**src/rtl/uart_rx_pkg.sv**
```systemverilog
// Shared constants for the UART receiver control core: state encoding,
// the smallest usable oversampling ratio and the default frame width.
package uart_rx_pkg;

   localparam int DEF_WIDTH = 8;
   localparam int PRESC_MIN = 8;

   localparam logic [2:0] IDLE   = 3'd0;
   localparam logic [2:0] START  = 3'd1;
   localparam logic [2:0] DATA   = 3'd2;
   localparam logic [2:0] PARITY = 3'd3;
   localparam logic [2:0] STOP   = 3'd4;
   localparam logic [2:0] DONE   = 3'd5;

endpackage

```
**src/rtl/uart_rx_fsm_if.sv**
```systemverilog
// Bundle of configuration, checker and strobe signals between the UART
// receiver control core and its surroundings (sampler, checkers, pin side).
interface uart_rx_fsm_if #(
   parameter int PRESC_W = 6
);

   logic               rx_in;
   logic               par_en;
   logic [PRESC_W-1:0] prescale;
   logic               strt_glitch;
   logic               par_err;
   logic               stp_err;

   logic [PRESC_W-1:0] edge_cnt;
   logic               dat_samp_en;
   logic               deser_en;
   logic               strt_chk_en;
   logic               par_chk_en;
   logic               stp_chk_en;
   logic               data_valid;
   logic               par_error;
   logic               framing_error;

   // Surrounding logic: drives the line, configuration and checker results
   modport master (
      output rx_in, par_en, prescale, strt_glitch, par_err, stp_err,
      input  edge_cnt, dat_samp_en, deser_en, strt_chk_en, par_chk_en,
             stp_chk_en, data_valid, par_error, framing_error
   );

   // Control core: consumes checker results, issues enables and pulses
   modport slave (
      input  rx_in, par_en, prescale, strt_glitch, par_err, stp_err,
      output edge_cnt, dat_samp_en, deser_en, strt_chk_en, par_chk_en,
             stp_chk_en, data_valid, par_error, framing_error
   );

endinterface

```
**src/rtl/uart_rx_fsm_edge_bit_counter.sv**
```systemverilog
// Oversampling edge counter and data-bit counter for the UART receiver.
// The edge counter runs 0..presc-1 while enabled and sits at 0 otherwise;
// the bit counter advances once per bit end while bit_en is high.
module edge_bit_counter
   import uart_rx_pkg::*;
#(
   parameter int WIDTH   = DEF_WIDTH,
   parameter int PRESC_W = 6
) (
   input  logic               clk,
   input  logic               rst,
   input  logic               cnt_en,
   input  logic               bit_en,
   input  logic               bit_clr,
   input  logic [PRESC_W-1:0] presc,
   output logic [PRESC_W-1:0] edge_cnt,
   output logic               bit_end,
   output logic               last_data_bit
);

   localparam int BIT_W = $clog2(WIDTH + 1);

   logic [PRESC_W-1:0] edge_cnt_q, edge_cnt_d;
   logic [BIT_W-1:0]   bit_cnt_q, bit_cnt_d;

   assign bit_end       = cnt_en && (edge_cnt_q == (presc - PRESC_W'(1)));
   assign last_data_bit = (bit_cnt_q == BIT_W'(WIDTH - 1));
   assign edge_cnt      = edge_cnt_q;

   // Next edge index: wrap at bit end, park at zero when the frame is idle
   always_comb begin
      edge_cnt_d = edge_cnt_q;
      if (!cnt_en) begin
         edge_cnt_d = '0;
      end else if (bit_end) begin
         edge_cnt_d = '0;
      end else begin
         edge_cnt_d = edge_cnt_q + PRESC_W'(1);
      end
   end

   // Next bit position: cleared outside the data phase, bumped per bit end
   always_comb begin
      bit_cnt_d = bit_cnt_q;
      if (bit_clr) begin
         bit_cnt_d = '0;
      end else if (bit_en && bit_end) begin
         bit_cnt_d = bit_cnt_q + BIT_W'(1);
      end
   end

   // Counter registers
   always_ff @(posedge clk or posedge rst) begin
      if (rst) begin
         edge_cnt_q <= '0;
         bit_cnt_q  <= '0;
      end else begin
         edge_cnt_q <= edge_cnt_d;
         bit_cnt_q  <= bit_cnt_d;
      end
   end

endmodule

```
**src/rtl/uart_rx_fsm.sv**
```systemverilog
// Control FSM of the UART receiver: detects the start edge, sequences the
// sampler, deserializer and checkers, and reports each frame's outcome as
// registered one-cycle pulses.
module uart_rx_fsm
   import uart_rx_pkg::*;
#(
   parameter int WIDTH   = DEF_WIDTH,
   parameter int PRESC_W = 6
) (
   input logic          clk,
   input logic          rst,
   uart_rx_fsm_if.slave bus
);

   logic [2:0]         state_q, state_d;
   logic [PRESC_W-1:0] presc_q, presc_d;
   logic               par_en_q, par_en_d;
   logic               perr_q, perr_d;
   logic               ferr_q, ferr_d;
   logic               data_valid_q, data_valid_d;
   logic               par_error_q, par_error_d;
   logic               framing_error_q, framing_error_d;

   logic               start_now;
   logic               cnt_en;
   logic               bit_end;
   logic               last_data_bit;
   logic [PRESC_W-1:0] edge_cnt;

   logic               dat_samp_en;
   logic               deser_en;
   logic               strt_chk_en;
   logic               par_chk_en;
   logic               stp_chk_en;

   assign start_now = ((state_q == IDLE) || (state_q == DONE)) && !bus.rx_in;
   assign cnt_en    = dat_samp_en;

   edge_bit_counter #(
      .WIDTH   (WIDTH),
      .PRESC_W (PRESC_W)
   ) u_counter (
      .clk           (clk),
      .rst           (rst),
      .cnt_en        (cnt_en),
      .bit_en        (state_q == DATA),
      .bit_clr       (state_q != DATA),
      .presc         (presc_q),
      .edge_cnt      (edge_cnt),
      .bit_end       (bit_end),
      .last_data_bit (last_data_bit)
   );

   // Enables derived only from state and counters, never from rx_in
   always_comb begin
      dat_samp_en = (state_q == START) || (state_q == DATA) ||
                    (state_q == PARITY) || (state_q == STOP);
      strt_chk_en = (state_q == START)  && bit_end;
      deser_en    = (state_q == DATA)   && bit_end;
      par_chk_en  = (state_q == PARITY) && bit_end;
      stp_chk_en  = (state_q == STOP)   && bit_end;
   end

   // Frame configuration is frozen at each start so mid-frame changes are ignored
   always_comb begin
      presc_d  = presc_q;
      par_en_d = par_en_q;
      if (start_now) begin
         presc_d  = (bus.prescale < PRESC_W'(PRESC_MIN)) ? PRESC_W'(PRESC_MIN)
                                                         : bus.prescale;
         par_en_d = bus.par_en;
      end
   end

   // State sequencing through the frame
   always_comb begin
      state_d = state_q;
      case (state_q)
         IDLE: begin
            if (!bus.rx_in) state_d = START;
         end
         START: begin
            if (bit_end) state_d = bus.strt_glitch ? IDLE : DATA;
         end
         DATA: begin
            if (bit_end && last_data_bit) state_d = par_en_q ? PARITY : STOP;
         end
         PARITY: begin
            if (bit_end) state_d = STOP;
         end
         STOP: begin
            if (bit_end) state_d = DONE;
         end
         DONE: begin
            state_d = bus.rx_in ? IDLE : START;
         end
         default: begin
            state_d = IDLE;
         end
      endcase
   end

   // Sticky error flags collected during the frame, dropped once reported
   always_comb begin
      perr_d = perr_q;
      ferr_d = ferr_q;
      if (state_q == DONE) begin
         perr_d = 1'b0;
         ferr_d = 1'b0;
      end
      if (par_chk_en && bus.par_err) perr_d = 1'b1;
      if (stp_chk_en && bus.stp_err) ferr_d = 1'b1;
   end

   // Outcome pulses, issued in the cycle after DONE
   always_comb begin
      data_valid_d    = (state_q == DONE) && !perr_q && !ferr_q;
      par_error_d     = (state_q == DONE) && perr_q;
      framing_error_d = (state_q == DONE) && ferr_q;
   end

   // Control registers
   always_ff @(posedge clk or posedge rst) begin
      if (rst) begin
         state_q         <= IDLE;
         presc_q         <= '0;
         par_en_q        <= 1'b0;
         perr_q          <= 1'b0;
         ferr_q          <= 1'b0;
         data_valid_q    <= 1'b0;
         par_error_q     <= 1'b0;
         framing_error_q <= 1'b0;
      end else begin
         state_q         <= state_d;
         presc_q         <= presc_d;
         par_en_q        <= par_en_d;
         perr_q          <= perr_d;
         ferr_q          <= ferr_d;
         data_valid_q    <= data_valid_d;
         par_error_q     <= par_error_d;
         framing_error_q <= framing_error_d;
      end
   end

   assign bus.edge_cnt      = edge_cnt;
   assign bus.dat_samp_en   = dat_samp_en;
   assign bus.deser_en      = deser_en;
   assign bus.strt_chk_en   = strt_chk_en;
   assign bus.par_chk_en    = par_chk_en;
   assign bus.stp_chk_en    = stp_chk_en;
   assign bus.data_valid    = data_valid_q;
   assign bus.par_error     = par_error_q;
   assign bus.framing_error = framing_error_q;

endmodule

```
**src/flat_wrapper.sv**
```systemverilog
// flat-port wrapper written by rule: the top's interface ports become plain ports
module uart_rx_fsm_flat import uart_rx_pkg::*;
#(
   parameter int WIDTH   = DEF_WIDTH,
   parameter int PRESC_W = 6
)
  (clk, rst, bus_rx_in, bus_par_en, bus_prescale, bus_strt_glitch, bus_par_err, bus_stp_err, bus_edge_cnt, bus_dat_samp_en, bus_deser_en, bus_strt_chk_en, bus_par_chk_en, bus_stp_chk_en, bus_data_valid, bus_par_error, bus_framing_error);
  uart_rx_fsm_if #(.PRESC_W(PRESC_W)) bus_i ();
  input logic clk;
  input logic rst;
  input wire logic [$bits(bus_i.rx_in)-1:0] bus_rx_in;
  input wire logic [$bits(bus_i.par_en)-1:0] bus_par_en;
  input wire logic [$bits(bus_i.prescale)-1:0] bus_prescale;
  input wire logic [$bits(bus_i.strt_glitch)-1:0] bus_strt_glitch;
  input wire logic [$bits(bus_i.par_err)-1:0] bus_par_err;
  input wire logic [$bits(bus_i.stp_err)-1:0] bus_stp_err;
  output wire logic [$bits(bus_i.edge_cnt)-1:0] bus_edge_cnt;
  output wire logic [$bits(bus_i.dat_samp_en)-1:0] bus_dat_samp_en;
  output wire logic [$bits(bus_i.deser_en)-1:0] bus_deser_en;
  output wire logic [$bits(bus_i.strt_chk_en)-1:0] bus_strt_chk_en;
  output wire logic [$bits(bus_i.par_chk_en)-1:0] bus_par_chk_en;
  output wire logic [$bits(bus_i.stp_chk_en)-1:0] bus_stp_chk_en;
  output wire logic [$bits(bus_i.data_valid)-1:0] bus_data_valid;
  output wire logic [$bits(bus_i.par_error)-1:0] bus_par_error;
  output wire logic [$bits(bus_i.framing_error)-1:0] bus_framing_error;
  assign bus_i.rx_in = bus_rx_in;
  assign bus_i.par_en = bus_par_en;
  assign bus_i.prescale = bus_prescale;
  assign bus_i.strt_glitch = bus_strt_glitch;
  assign bus_i.par_err = bus_par_err;
  assign bus_i.stp_err = bus_stp_err;
  assign bus_edge_cnt = bus_i.edge_cnt;
  assign bus_dat_samp_en = bus_i.dat_samp_en;
  assign bus_deser_en = bus_i.deser_en;
  assign bus_strt_chk_en = bus_i.strt_chk_en;
  assign bus_par_chk_en = bus_i.par_chk_en;
  assign bus_stp_chk_en = bus_i.stp_chk_en;
  assign bus_data_valid = bus_i.data_valid;
  assign bus_par_error = bus_i.par_error;
  assign bus_framing_error = bus_i.framing_error;
  uart_rx_fsm #(.WIDTH(WIDTH), .PRESC_W(PRESC_W)) u_core (.clk(clk), .rst(rst), .bus(bus_i));
endmodule
```
**config.mk**
```make
export PLATFORM = sky130hd
export DESIGN_NAME = uart_rx_fsm_flat
export DESIGN_NICKNAME = d
export VERILOG_FILES = /design/src/rtl/uart_rx_pkg.sv /design/src/rtl/uart_rx_fsm_if.sv /design/src/rtl/uart_rx_fsm_edge_bit_counter.sv /design/src/rtl/uart_rx_fsm.sv /design/src/flat_wrapper.sv
export SDC_FILE = /design/constraint.sdc
export NUM_CORES = 1
export LEC_CHECK = 0
export BUFFER_PORTS_ARGS = -buffer_cell sky130_fd_sc_hd__buf_2
export CORE_UTILIZATION = 58
export DETAILED_ROUTE_END_ITERATION = 6
export HOLD_SLACK_MARGIN = 0.05
export PLACE_DENSITY = 0.91
export SLEW_MARGIN = 20
export SYNTH_ARGS = -nofsm -noshare
export SYNTH_HDL_FRONTEND = slang
export SYNTH_HIERARCHICAL = 1
export SYNTH_SLANG_ARGS = --single-unit
export TNS_END_PERCENT = 20
```
**constraint.sdc**
```tcl
create_clock -name clk -period 6.9 [get_ports clk]
set_input_delay 1.035 -clock clk [delete_from_list [all_inputs] [get_ports clk]]
set_output_delay 1.035 -clock clk [all_outputs]
set_load 0.01 [all_outputs]
```
==> qor_table.md <==
| Item | Value |
|:---|:---|
| Largest net degree at the start of global routing | 18 |
| Clk network pwr share | 0.107 |
| Clk sink count | 25 |
| Total global-route track usage | 0.271 |
| Post-synthesis cell type count | 42 |
| Worst Max-Slew Pin Slew | 0.566 ns |
| Antenna violations before repair | 0 |
| Share of cells above drive strength 1 | 0.194 |
| Run status | finished clean |
| Core region area | 2250 sq um |
| Number of levels in the clock H-tree | 1 |
| Post-CTS sizing | 0 |
| Area occupied by multi-input gates | 733 sq um |
| WS Path Type | flop to output port |
| Number of cells produced by synthesis | 155 |
| Setup-violating endpoint count in the final report | 0 |
| Number of flip-flops and latches in the synthesized netlist | 25 |
| # IOs | 27 |
| Net total in the final layout | 197 |
| Post-Route Skew | 0.0143 ns |
| Final Critical Period | 3.69 ns |
| Fmax | 271 MHz |
| Post-synthesis area per instance | 9.15 sq um |
| Number of buffers inserted during clock tree synthesis | 3 |
| Number of enable-type register cells in the synthesized netlist | 0 |
| Leakage | 0.000789 uW |
| DR WL/cell | 14.3 um |
| Half-perimeter wire length after placement | 2.33 mm |
| Final clock period utilization by the worst path | 0.534 |
| Initial cell density of the core | 0.629 |
| Sum of overflow across all layers after global routing | 0 |
| Total vias in the final route | 1172 |
| Relative slew slack | 0.622 |
| Required time at the endpoint of the critical path | 5.86 ns |
| Die X-Extent | 51.5 um |
| Maximum fanout encountered on the critical timing path | 9 |
| Sequential area share after synthesis | 0.441 |
| Total Die Area | 2650 sq um |
| Async set or reset register ratio after synthesis | 1.00 |
| Final count of hold timing violations | 0 |
| Global placement routability congestion | 0.820 |
| Mean number of vias per cell | 5.63 |
| Tot Pwr | 611 uW |
| Clock tree buffer depth | 2 |
| Endpoint type of the worst setup path | output port |
| Antenna diode count | 0 |
| Post-Synthesis Cell Area | 1420 sq um |
| Count of yosys warnings during synthesis | 6 |
| Clock-pin slew on the worst setup and hold paths | 0.12 ns |
| First-pass iteration count of the detailed router | 4 |
| Cell Rows | 17 |
| Worst min-delay path category | flop to flop |
| Final WL | 2.98 mm |
| Internal cell power | 343 uW |
| Vertical die dimension | 51.5 um |
| Logic gate share of total power | 0.477 |
| Sequential cell area in the final layout | 626 sq um |
| Global-route wire length before repair | 5.23 mm |
| DRC violation total after the first TritonRoute iteration | 23 |
| Final instance area | 1580 sq um |
| DRC | 0 |
| Vias in the first global route | 1214 |
| Clock tree from TritonCTS | yes |
| Total of buffers placed on input and output ports | 26 |
| Number of filler cells placed in the layout | 181 |
| Final antenna-violating net count | 0 |
| Number of setup buffers added after CTS | 0 |
| NetSw | 267 uW |
| Clock insertion delay at the later pin of the skew report | 0.32 ns |
| Total count of max-transition violations in the final report | 0 |
| Pwr Density | 386 nW/um^2 |
| Number of max-cap violations | 0 |
| Post-Synthesis Net Count | 171 |
| Worst ir drop on vdd | 0.231 mV |
| Cell depth of the worst hold path | 1 |
| Area added between synthesis and finish | 11.4% |
| Leading register cell type out of synthesis | sky130_fd_sc_hd__dfrtp_1 |
| Sequential power share | 0.416 |
| Arrival time reported for the critical path endpoint | 2.65 ns |
| RSZ-0062 raised after global routing | false |
| Fraction of power spent switching nets | 0.438 |
| Crit start category | flop |
| Post-CTS Hold Fix Bufs | 0 |
| Setup_tns | 0 ns |
| Cell depth of the worst flop-to-flop path | 10 |
| Cell at the root of the clock tree | sky130_fd_sc_hd__clkbuf_4 |
| Area after DPL | 1550 sq um |
per-layer routing:
layer | track usage | vias up | share of wire
met5 | 0 | - | 0
met4 | 0.122 | 0 | 0.013
met3 | 0.0655 | 4 | 0.039
met2 | 0.461 | 34 | 0.51
met1 | 0.321 | 554 | 0.44
li1 | - | 580 | -
cells in the final DEF (no fill, tap or decap), drive strengths merged, types with 3 or more instances in the layout:
cell type and instances:
nand2 19, xor2 5, ha 3, nand3 3, a21oi 7, inv 8, nor2 20, and3 4
mux2 4, xnor2 7, or3 3, dfrtp 25, o21ai 11, nor3 4, buf 26, clkbuf 4
nor2b 5
layout make-up:
cell class | instances | area share
clock buffers | 4 | 0.0166
inverters | 8 | 0.0190
multi-input cells | 117 | 0.464
flip-flops and latches | 25 | 0.396
well taps | 28 | 0.0222
repair buffers | 26 | 0.0823
metrics by stage:
step,setup slack (ns),hold slack (ns),std cells,utilization
final,3.21,0.468,208,0.701
after global routing,2.97,0.502,208,0.701
after CTS,3.23,0.463,208,0.701
after detailed placement,3.60,0.447,204,0.689
after global placement,3.71,0.435,204,0.689
after floorplan,3.88,0.424,155,-
worst paths after layout:
| path | slack [ns] | end | from |
|---|---|---|---|
| min | 0.47 | u_core/bus.data_valid | u_core/ferr_q |
| max reg2reg | 4.37 | u_core/perr_q | u_core/presc_q[0] |
| max | 3.21 | bus_strt_chk_en | u_core/presc_q[0] |
| max in group asynchronous | 5.76 | u_core/presc_q[0] | rst |
| min reg2reg | 0.47 | u_core/bus.data_valid | u_core/ferr_q |
| min in group asynchronous | 0.68 | u_core/u_counter/bit_cnt_q[3] | rst |
registers in the layout (all words and copies together), names as in the netlist:
| register | cells |
|---|---|
| u_core/bus.data_valid | 1 |
| u_core/u_counter/edge_cnt | 6 |
| u_core/u_counter/bit_cnt_q | 4 |
| u_core/bus.framing_error | 1 |
| u_core/par_en_q | 1 |
| u_core/ferr_q | 1 |
| u_core/presc_q | 6 |
| u_core/bus.par_error | 1 |
| u_core/state_q | 3 |
| u_core/perr_q | 1 |
cells by family (layout without fill, tap and decap cells):
| family | after synthesis | count (layout) | synth area share |
|---|---|---|---|
| simple gates | 69 | 69 | 0.245 |
| flops | 25 | 25 | 0.441 |
| compound gates | 29 | 29 | 0.134 |
| xor+xnor | 12 | 12 | 0.0741 |
| buf+inv | 13 | 38 | 0.0423 |
| fa+ha+maj | 3 | 3 | 0.0265 |
| mux | 4 | 4 | 0.0370 |
cell usage after synthesis, drive strengths merged, types with 4 or more instances:
library cell  number  area share
nor2              20       0.055
dfrtp             25        0.44
nor2b              5       0.022
xnor2              7       0.043
o21ai             11       0.039
mux2               4       0.037
nor3               4       0.014
xor2               5       0.031
inv                8       0.021
and3               4       0.018
a21oi              7       0.025
buf                4       0.019
nand2             19       0.050
power groups by stage:
stage	Combinational, uW	Clock (uW)	Sequential, uW
global route	326	73.2	264
floorplan	238	0	236
detailed placement	288	0	256
CTS	289	68.4	253
finish	291	65.3	254
global placement	272	0	249
worst max-delay path, cell delays in order, from the launching register on:
cell and delay, ns:
sky130_fd_sc_hd__dfrtp_1 0.45, sky130_fd_sc_hd__inv_1 0.07, sky130_fd_sc_hd__ha_1 0.23, sky130_fd_sc_hd__nor2b_1 0.14, sky130_fd_sc_hd__or3_4 0.38, sky130_fd_sc_hd__a31o_4 0.27
sky130_fd_sc_hd__nor2_1 0.39, sky130_fd_sc_hd__nand2_1 0.14, sky130_fd_sc_hd__nor2_1 0.11, sky130_fd_sc_hd__buf_2 0.15
(Power assumes the default switching activity.)
